===== src/rtl/run_ctrl_pkg.sv =====
// run_ctrl_pkg
// Shared types for the MIPS core run controller.
//   run_state_t  : controller FSM states
//   halt_cause_t : reason the controller last entered HALT
//   trace_aw()   : address width of the trace ring for a given depth
package run_ctrl_pkg;

    typedef enum logic [2:0] {
        ST_RST_HOLD = 3'd0,
        ST_IDLE     = 3'd1,
        ST_RUN      = 3'd2,
        ST_STEP     = 3'd3,
        ST_HALT     = 3'd4
    } run_state_t;

    typedef enum logic [1:0] {
        HC_NONE  = 2'b00,
        HC_BP    = 2'b01,
        HC_LIMIT = 2'b10
    } halt_cause_t;

    // Depth is a power of two >= 2, so this is never below 1.
    function automatic int trace_aw(input int depth);
        return (depth > 1) ? $clog2(depth) : 1;
    endfunction

endpackage


===== src/rtl/cpu_run_ctrl_if.sv =====
// cpu_run_ctrl_if
// Bundles every non-clock signal of the run controller.
//   Host/control : run, step, div, bp_valid, bp_addr, cyc_limit
//   Core side    : pc_in, led_in (from core), cpu_rst, cpu_ce (to core)
//   Status/debug : halted, halt_cause, cycles, trace_count,
//                  trace_idx (in), trace_pc, trace_led
// Modports:
//   master : the host / bench / core side driving the controller
//   slave  : the controller itself
interface cpu_run_ctrl_if
    import run_ctrl_pkg::*;
#(
    parameter int PC_W        = 32,
    parameter int DATA_W      = 8,
    parameter int TRACE_DEPTH = 16,
    parameter int CNT_W       = 32,
    parameter int DIV_W       = 8
);
    localparam int AW = trace_aw(TRACE_DEPTH);

    logic              run;
    logic              step;
    logic [DIV_W-1:0]  div;
    logic              bp_valid;
    logic [PC_W-1:0]   bp_addr;
    logic [CNT_W-1:0]  cyc_limit;
    logic [PC_W-1:0]   pc_in;
    logic [DATA_W-1:0] led_in;
    logic              cpu_rst;
    logic              cpu_ce;
    logic              halted;
    logic [1:0]        halt_cause;
    logic [CNT_W-1:0]  cycles;
    logic [AW:0]       trace_count;
    logic [AW-1:0]     trace_idx;
    logic [PC_W-1:0]   trace_pc;
    logic [DATA_W-1:0] trace_led;

    modport master (
        output run, step, div, bp_valid, bp_addr, cyc_limit,
        output pc_in, led_in, trace_idx,
        input  cpu_rst, cpu_ce, halted, halt_cause, cycles,
        input  trace_count, trace_pc, trace_led
    );

    modport slave (
        input  run, step, div, bp_valid, bp_addr, cyc_limit,
        input  pc_in, led_in, trace_idx,
        output cpu_rst, cpu_ce, halted, halt_cause, cycles,
        output trace_count, trace_pc, trace_led
    );

endinterface


===== src/rtl/run_trace_ring.sv =====
// run_trace_ring
// Ring buffer of the most recent core PCs (and optionally LED bytes).
// Optional feature macro: RUN_CTRL_LED_TRACE_EN builds the LED column;
// without it rd_led is tied to 0.
// Ports:
//   clk, rst : clock, asynchronous active-high reset
//   wr_en    : write one entry (one per core clock enable)
//   wr_pc    : PC to store
//   wr_led   : LED byte to store (only kept with the LED column built)
//   rd_idx   : readout index, 0 = most recent entry
//   count    : number of valid entries, saturates at DEPTH
//   rd_pc    : registered PC at rd_idx, 0 when rd_idx >= count
//   rd_led   : registered LED byte at rd_idx, same gating as rd_pc
module run_trace_ring
    import run_ctrl_pkg::*;
#(
    parameter int DEPTH  = 16,
    parameter int PC_W   = 32,
    parameter int DATA_W = 8,
    localparam int AW    = trace_aw(DEPTH)
) (
    input  logic              clk,
    input  logic              rst,
    input  logic              wr_en,
    input  logic [PC_W-1:0]   wr_pc,
    input  logic [DATA_W-1:0] wr_led,
    input  logic [AW-1:0]     rd_idx,
    output logic [AW:0]       count,
    output logic [PC_W-1:0]   rd_pc,
    output logic [DATA_W-1:0] rd_led
);

    logic [AW-1:0]   wr_ptr;
    logic [AW-1:0]   rd_addr;
    logic            rd_hit;
    logic [PC_W-1:0] pc_mem [DEPTH];

    // Newest entry sits just below the write pointer; the subtraction wraps
    // naturally because DEPTH is a power of two.
    assign rd_addr = wr_ptr - AW'(1) - rd_idx;
    assign rd_hit  = ({1'b0, rd_idx} < count);

    // Pointer and fill level; the oldest entry is overwritten once full.
    always_ff @(posedge clk or posedge rst) begin
        if (rst) begin
            wr_ptr <= '0;
            count  <= '0;
        end else if (wr_en) begin
            wr_ptr <= wr_ptr + AW'(1);
            if (count != (AW+1)'(DEPTH)) begin
                count <= count + (AW+1)'(1);
            end
        end
    end

    // Storage needs no reset: reads are masked by count.
    always_ff @(posedge clk) begin
        if (wr_en) begin
            pc_mem[wr_ptr] <= wr_pc;
        end
    end

    // Registered read sees the pre-write contents on a same-cycle write.
    always_ff @(posedge clk or posedge rst) begin
        if (rst) begin
            rd_pc <= '0;
        end else begin
            rd_pc <= rd_hit ? pc_mem[rd_addr] : '0;
        end
    end

`ifdef RUN_CTRL_LED_TRACE_EN
    logic [DATA_W-1:0] led_mem [DEPTH];

    always_ff @(posedge clk) begin
        if (wr_en) begin
            led_mem[wr_ptr] <= wr_led;
        end
    end

    always_ff @(posedge clk or posedge rst) begin
        if (rst) begin
            rd_led <= '0;
        end else begin
            rd_led <= rd_hit ? led_mem[rd_addr] : '0;
        end
    end
`else
    logic unused_led;
    assign unused_led = ^wr_led;
    assign rd_led     = '0;
`endif

endmodule


===== src/rtl/cpu_run_ctrl.sv =====
// cpu_run_ctrl
// Run controller for the single-cycle MIPS core: sequences core reset,
// gates the core through a divided clock enable, and halts on single-step,
// PC breakpoint or retired-cycle limit. A trace ring keeps recent PCs.
// Optional feature macro: RUN_CTRL_LED_TRACE_EN (LED byte column in trace).
// Ports:
//   clk, rst : system clock, asynchronous active-high reset
//   bus      : cpu_run_ctrl_if.slave carrying run/step/div, breakpoint and
//              cycle-limit controls, core pc_in/led_in, core cpu_rst/cpu_ce,
//              halted/halt_cause/cycles status and the trace readout port.
module cpu_run_ctrl
    import run_ctrl_pkg::*;
#(
    parameter int PC_W        = 32,
    parameter int DATA_W      = 8,
    parameter int TRACE_DEPTH = 16,
    parameter int CNT_W       = 32,
    parameter int DIV_W       = 8,
    parameter int RST_CYC     = 4
) (
    input  logic                clk,
    input  logic                rst,
    cpu_run_ctrl_if.slave       bus
);

    localparam int HW = $clog2(RST_CYC + 1);

    run_state_t       state_q, state_n;
    halt_cause_t      cause_q, cause_n;
    logic [HW-1:0]    hold_q, hold_n;
    logic [DIV_W-1:0] div_q, div_n;
    logic [CNT_W-1:0] cycles_q, cycles_n;
    logic             ce;
    logic             tick;
    logic             limit_hit;
    logic             bp_hit;

    assign tick      = (div_q == bus.div);
    assign limit_hit = (bus.cyc_limit != '0) && (cycles_q == bus.cyc_limit);
    assign bp_hit    = bus.bp_valid && (bus.pc_in == bus.bp_addr);

    // State and counter registers.
    always_ff @(posedge clk or posedge rst) begin
        if (rst) begin
            state_q  <= ST_RST_HOLD;
            cause_q  <= HC_NONE;
            hold_q   <= HW'(RST_CYC);
            div_q    <= '0;
            cycles_q <= '0;
        end else begin
            state_q  <= state_n;
            cause_q  <= cause_n;
            hold_q   <= hold_n;
            div_q    <= div_n;
            cycles_q <= cycles_n;
        end
    end

    // Next-state and clock-enable decode. cpu_ce is combinational from the
    // registered state so an asynchronous reset removes it immediately.
    always_comb begin
        state_n  = state_q;
        cause_n  = cause_q;
        hold_n   = hold_q;
        div_n    = div_q;
        cycles_n = cycles_q;
        ce       = 1'b0;

        case (state_q)
            ST_RST_HOLD: begin
                // Leaving on the edge that would take the count to zero
                // gives exactly RST_CYC clocks of cpu_rst.
                if (hold_q <= HW'(1)) begin
                    hold_n  = '0;
                    state_n = ST_IDLE;
                end else begin
                    hold_n = hold_q - HW'(1);
                end
            end

            ST_IDLE: begin
                div_n = '0;
                if (bus.run) begin
                    state_n = ST_RUN;
                end else if (bus.step) begin
                    state_n = ST_STEP;
                end
            end

            ST_RUN: begin
                // Dropping run abandons any partial divide.
                if (!bus.run) begin
                    state_n = ST_IDLE;
                    div_n   = '0;
                end else if (!tick) begin
                    div_n = div_q + DIV_W'(1);
                end else begin
                    div_n = '0;
                    if (limit_hit) begin
                        state_n = ST_HALT;
                        cause_n = HC_LIMIT;
                    end else if (bp_hit) begin
                        state_n = ST_HALT;
                        cause_n = HC_BP;
                    end else begin
                        ce       = 1'b1;
                        cycles_n = cycles_q + CNT_W'(1);
                    end
                end
            end

            ST_STEP: begin
                // A step ignores the breakpoint so it can move past it.
                state_n = ST_HALT;
                if (limit_hit) begin
                    cause_n = HC_LIMIT;
                end else begin
                    cause_n  = HC_NONE;
                    ce       = 1'b1;
                    cycles_n = cycles_q + CNT_W'(1);
                end
            end

            ST_HALT: begin
                if (bus.step) begin
                    state_n = ST_STEP;
                end else if (!bus.run) begin
                    state_n = ST_IDLE;
                end
            end

            default: begin
                state_n = ST_IDLE;
            end
        endcase
    end

    assign bus.cpu_rst    = (state_q == ST_RST_HOLD);
    assign bus.cpu_ce     = ce;
    assign bus.halted     = (state_q == ST_HALT);
    assign bus.halt_cause = cause_q;
    assign bus.cycles     = cycles_q;

    run_trace_ring #(
        .DEPTH  (TRACE_DEPTH),
        .PC_W   (PC_W),
        .DATA_W (DATA_W)
    ) u_trace (
        .clk    (clk),
        .rst    (rst),
        .wr_en  (ce),
        .wr_pc  (bus.pc_in),
        .wr_led (bus.led_in),
        .rd_idx (bus.trace_idx),
        .count  (bus.trace_count),
        .rd_pc  (bus.trace_pc),
        .rd_led (bus.trace_led)
    );

endmodule


===== src/flat_wrapper.sv =====
// flat-port wrapper written by rule: the top's interface ports become plain ports
module cpu_run_ctrl_flat import run_ctrl_pkg::*;
#(
    parameter int PC_W        = 32,
    parameter int DATA_W      = 8,
    parameter int TRACE_DEPTH = 16,
    parameter int CNT_W       = 32,
    parameter int DIV_W       = 8,
    parameter int RST_CYC     = 4
)
  (clk, rst, bus_run, bus_step, bus_div, bus_bp_valid, bus_bp_addr, bus_cyc_limit, bus_pc_in, bus_led_in, bus_trace_idx, bus_cpu_rst, bus_cpu_ce, bus_halted, bus_halt_cause, bus_cycles, bus_trace_count, bus_trace_pc, bus_trace_led);
  cpu_run_ctrl_if #(.PC_W(PC_W), .DATA_W(DATA_W), .TRACE_DEPTH(TRACE_DEPTH), .CNT_W(CNT_W), .DIV_W(DIV_W)) bus_i ();
  input  logic clk;
  input  logic rst;
  input wire logic [$bits(bus_i.run)-1:0] bus_run;
  input wire logic [$bits(bus_i.step)-1:0] bus_step;
  input wire logic [$bits(bus_i.div)-1:0] bus_div;
  input wire logic [$bits(bus_i.bp_valid)-1:0] bus_bp_valid;
  input wire logic [$bits(bus_i.bp_addr)-1:0] bus_bp_addr;
  input wire logic [$bits(bus_i.cyc_limit)-1:0] bus_cyc_limit;
  input wire logic [$bits(bus_i.pc_in)-1:0] bus_pc_in;
  input wire logic [$bits(bus_i.led_in)-1:0] bus_led_in;
  input wire logic [$bits(bus_i.trace_idx)-1:0] bus_trace_idx;
  output wire logic [$bits(bus_i.cpu_rst)-1:0] bus_cpu_rst;
  output wire logic [$bits(bus_i.cpu_ce)-1:0] bus_cpu_ce;
  output wire logic [$bits(bus_i.halted)-1:0] bus_halted;
  output wire logic [$bits(bus_i.halt_cause)-1:0] bus_halt_cause;
  output wire logic [$bits(bus_i.cycles)-1:0] bus_cycles;
  output wire logic [$bits(bus_i.trace_count)-1:0] bus_trace_count;
  output wire logic [$bits(bus_i.trace_pc)-1:0] bus_trace_pc;
  output wire logic [$bits(bus_i.trace_led)-1:0] bus_trace_led;
  assign bus_i.run = bus_run;
  assign bus_i.step = bus_step;
  assign bus_i.div = bus_div;
  assign bus_i.bp_valid = bus_bp_valid;
  assign bus_i.bp_addr = bus_bp_addr;
  assign bus_i.cyc_limit = bus_cyc_limit;
  assign bus_i.pc_in = bus_pc_in;
  assign bus_i.led_in = bus_led_in;
  assign bus_i.trace_idx = bus_trace_idx;
  assign bus_cpu_rst = bus_i.cpu_rst;
  assign bus_cpu_ce = bus_i.cpu_ce;
  assign bus_halted = bus_i.halted;
  assign bus_halt_cause = bus_i.halt_cause;
  assign bus_cycles = bus_i.cycles;
  assign bus_trace_count = bus_i.trace_count;
  assign bus_trace_pc = bus_i.trace_pc;
  assign bus_trace_led = bus_i.trace_led;
  cpu_run_ctrl #(.PC_W(PC_W), .DATA_W(DATA_W), .TRACE_DEPTH(TRACE_DEPTH), .CNT_W(CNT_W), .DIV_W(DIV_W), .RST_CYC(RST_CYC)) u_core (.clk(clk), .rst(rst), .bus(bus_i));
endmodule

===== config.mk =====
export PLATFORM = sky130hd
export DESIGN_NAME = cpu_run_ctrl_flat
export DESIGN_NICKNAME = d
export VERILOG_FILES = /design/src/rtl/run_ctrl_pkg.sv /design/src/rtl/cpu_run_ctrl_if.sv /design/src/rtl/run_trace_ring.sv /design/src/rtl/cpu_run_ctrl.sv /design/src/flat_wrapper.sv
export SDC_FILE = /design/constraint.sdc
export NUM_CORES = 1
export LEC_CHECK = 0
export ABC_CLOCK_PERIOD_IN_PS = 5500
export CAP_MARGIN = 20
export CORE_MARGIN = 5
export CORE_UTILIZATION = 50
export CTS_CLUSTER_SIZE = 40
export DETAILED_ROUTE_END_ITERATION = 10
export GPL_ROUTABILITY_DRIVEN = 0
export PLACE_DENSITY = 0.7
export SETUP_SLACK_MARGIN = 0.2
export SLEW_MARGIN = 20
export SYNTH_ARGS = -nofsm -noshare
export SYNTH_HDL_FRONTEND = slang
export SYNTH_SLANG_ARGS = --single-unit

===== constraint.sdc =====
create_clock -name clk -period 5.5 [get_ports clk]
set_input_delay 1.65 -clock clk [delete_from_list [all_inputs] [get_ports clk]]
set_output_delay 1.65 -clock clk [all_outputs]
set_load 0.02 [all_outputs]

==> out/qor.yml <==
cts_num_sinks: 601
reg2reg_from: "u_core.div_q[5]"
slew_viol_final: 0
synth_seq_cells: 601
drt_wl_total_um: 57930
clkSlewWorstSetupHoldPaths_ns: 0.06
initial_utilization_pct: 50.19
worstHoldPathType: "flop to flop"
viasPerCell: 5.887
postRouteAntennaNets: 0
crit_type: "input port to primary output"
path_cells: "clkdlybuf4s50_1 > xnor2_4 > nand4_1 > nor4_4 > buf_4 > a31oi_1 > o211a_4 > buf_6"
worstPathArrival_ns: 3.61
yosysSeqAreaShare_pct: 72.09
dieArea_um2: 53350
end_kind: "primary output"
firstDrtPassIters: 6
grt_overflow: 0
rr_endpoint: "u_core.u_trace.pc_mem[3][19]"
final.setup_skew_ns: 0.01345
num-nets-final: 1733
area_growth_pct: 22.53
rows: 81
clk_path_buf_depth: 3
port_buffers: 186
synth_top_area_cell: "edfxtp_1"
reg2reg_slack_ns: 1.95
yosysUniqueCellTypes: 56
clkLatencyLatePin_ns: 0.62
cts-htree-levels: 2
yosysMostFrequentCell: "edfxtp_1"
ys_top_cells_by_area: "edfxtp_1, mux4_2, dfrtp_1, xnor2_1, a211oi_1"
finalCriticalPeriod_ns: 5.260
drcViolationCount: 0
hold_ws_ns: 0.5182
chipWidth_um: 231.0
cts_root_buffer: "clkbuf_16"
maxSlewHeadroom_pct: 46.57
via_count: 13340
powerDensity_nw_per_um2: 490.2
die_h_um: 231.0
ff2ff_path_depth: 11
fin_crit_sh_pct: 95.64
netlist_area_um2: 24420
synthArstFlopShare_pct: 14.81
max_cap_viol_count: 0
grt_pass1_vias: 13730
coreArea_um2: 48650
rsz0062_at_grt: "false"
grt_max_degree: 58
setup_violations: 0
synth_top_area_share_pct: 62.97
slowest_stage: "clkdlybuf4s50_1"
fin_util_pct: 61.50
cts_tree: "yes"
drive_gt1_share_pct: 23.18
fmax_mhz: 190.1
synth_top_cells_by_count: "edfxtp_1, mux4_2, dfrtp_1"
grt_pass1_wl_um: 86960
ctsHoldBuffers: 0
avgRoutedWirePerCell_um: 25.56
synth_cells: 1292
yosysWarnings: 0
synth_edf_count: 512
status: "complete, no violations"
hold_end: "u_core.hold_q[2]"
p_leak_nw: 10.36
fillers: 3475
holdPathStages: 1
antenna_found_initial: 0
vdd_ir_drop_max_v: 0.0004757
synth_ff_type: "edfxtp_1"
hold_start: "u_core.hold_q[2]"
hold_viol: 0
crit_fanout: 2
cpPeakStageDelay_ns: 0.52
n_antenna_cell: 0
cp.required_ns: 3.85
critical_path.startpoint_type: "input port"
grt_usage_pct: 21.72
ios: 203
placedCellCount: 2156
cts_made_buffers: 58
drt_iter0_drc: 1432
worstMarginPinSlew_ns: 0.8014
place.detailed.hpwl_um: 35620
avgSynthCellArea_um2: 18.90
stdcell_count: 2266
-- worst max path at each step --
| stage | startpoint | to | cells after the start |
|---|---|---|---|
| 5_1_grt | bus_pc_in[3] | bus_cpu_ce | 8 |
| 2_1_floorplan | bus_cyc_limit[22] | bus_cpu_ce | 8 |
| 4_1_cts | bus_cyc_limit[5] | bus_cpu_ce | 8 |
| 3_5_place_dp | bus_pc_in[0] | bus_cpu_ce | 10 |
| 6_report | bus_pc_in[3] | bus_cpu_ce | 8 |
| 3_3_place_gp | bus_pc_in[0] | bus_cpu_ce | 10 |
-- critical path: cells and delay by family --
| family | cells | cell delay [ns] |
|---|---|---|
| AND/OR/NAND/NOR | 2 | 0.46 |
| buffers and inverters | 3 | 0.83 |
| AO/OA/AOI/OAI | 2 | 0.39 |
| XOR/XNOR | 1 | 0.28 |
-- flip-flops by register name (all words and copies together), names as in the netlist --
name	cells
u_core.u_trace.pc_mem	512
u_core.bus.cycles	32
u_core.u_trace.rd_pc	32
u_core.div_q	8
u_core.u_trace.count	5
u_core.u_trace.wr_ptr	4
u_core.hold_q	3
u_core.state_q	3
u_core.bus.halt_cause	2
-- layer usage --
metal	up-vias	GRT usage (%)	share of wire, %
met5	-	0	0
met3	79	3.542	6.5
met4	0	5.944	2.2
li1	5782	-	-
met2	528	35.50	50
met1	6951	30.92	42
-- report_power, final --
group | switching (mW) | internal, mW
registers | 0.216 | 5.36
logic | 2.69 | 2.37
clock network | 1.69 | 2.34
total | 4.59 | 10.1
-- layout make-up --
cell class | instances | area [µm²] | area share [%]
clock buffers | 69 | 1544 | 5.161
clock inverters | 40 | 404.1 | 1.351
flip-flops and latches | 601 | 17600 | 58.84
multi-input cells | 615 | 6599 | 22.06
inverters | 16 | 62.56 | 0.2091
well taps | 622 | 778.2 | 2.601
repair buffers | 303 | 2927 | 9.782
-- logic make-up after synthesis --
group | Yosys count | share of synthesized area [%]
fa+ha+maj | 18 | 0.9429
simple gates | 206 | 4.791
other cells | 1 | 0.01536
mux | 165 | 13.36
buf+inv | 83 | 1.630
flops | 601 | 72.09
compound gates | 104 | 3.044
xor+xnor | 114 | 4.120
-- what timing repair did --
action	CTS	global route
gates resized for setup	17	4
setup buffers	1	0
setup endpoints to repair	1	1
pin swaps	4	3
-- metrics by stage --
stage	setup TNS, ns	worst slack [ns]	instance area, µm²	power, mW
floorplan	0	0.7561	24450	8.982
global placement	-0.5332	-0.5332	27890	10.70
detailed placement	-0.5001	-0.5001	27890	10.76
CTS	0	0.2089	29890	14.82
global route	0	0.1843	29920	15.36
finish	0	0.2397	29920	14.66
-- cell usage in the layout (no fill, tap or decap), types with 35 or more instances in the layout --
master,count
mux4_2,128
a211oi_1,64
mux2i_1,35
buf_4,102
nor2b_1,36
edfxtp_1,512
xnor2_1,64
xor2_1,44
clkbuf_16,59
dfrtp_1,88
clkdlybuf4s50_1,180
Note: power is estimated with default switching activity, not from simulation.
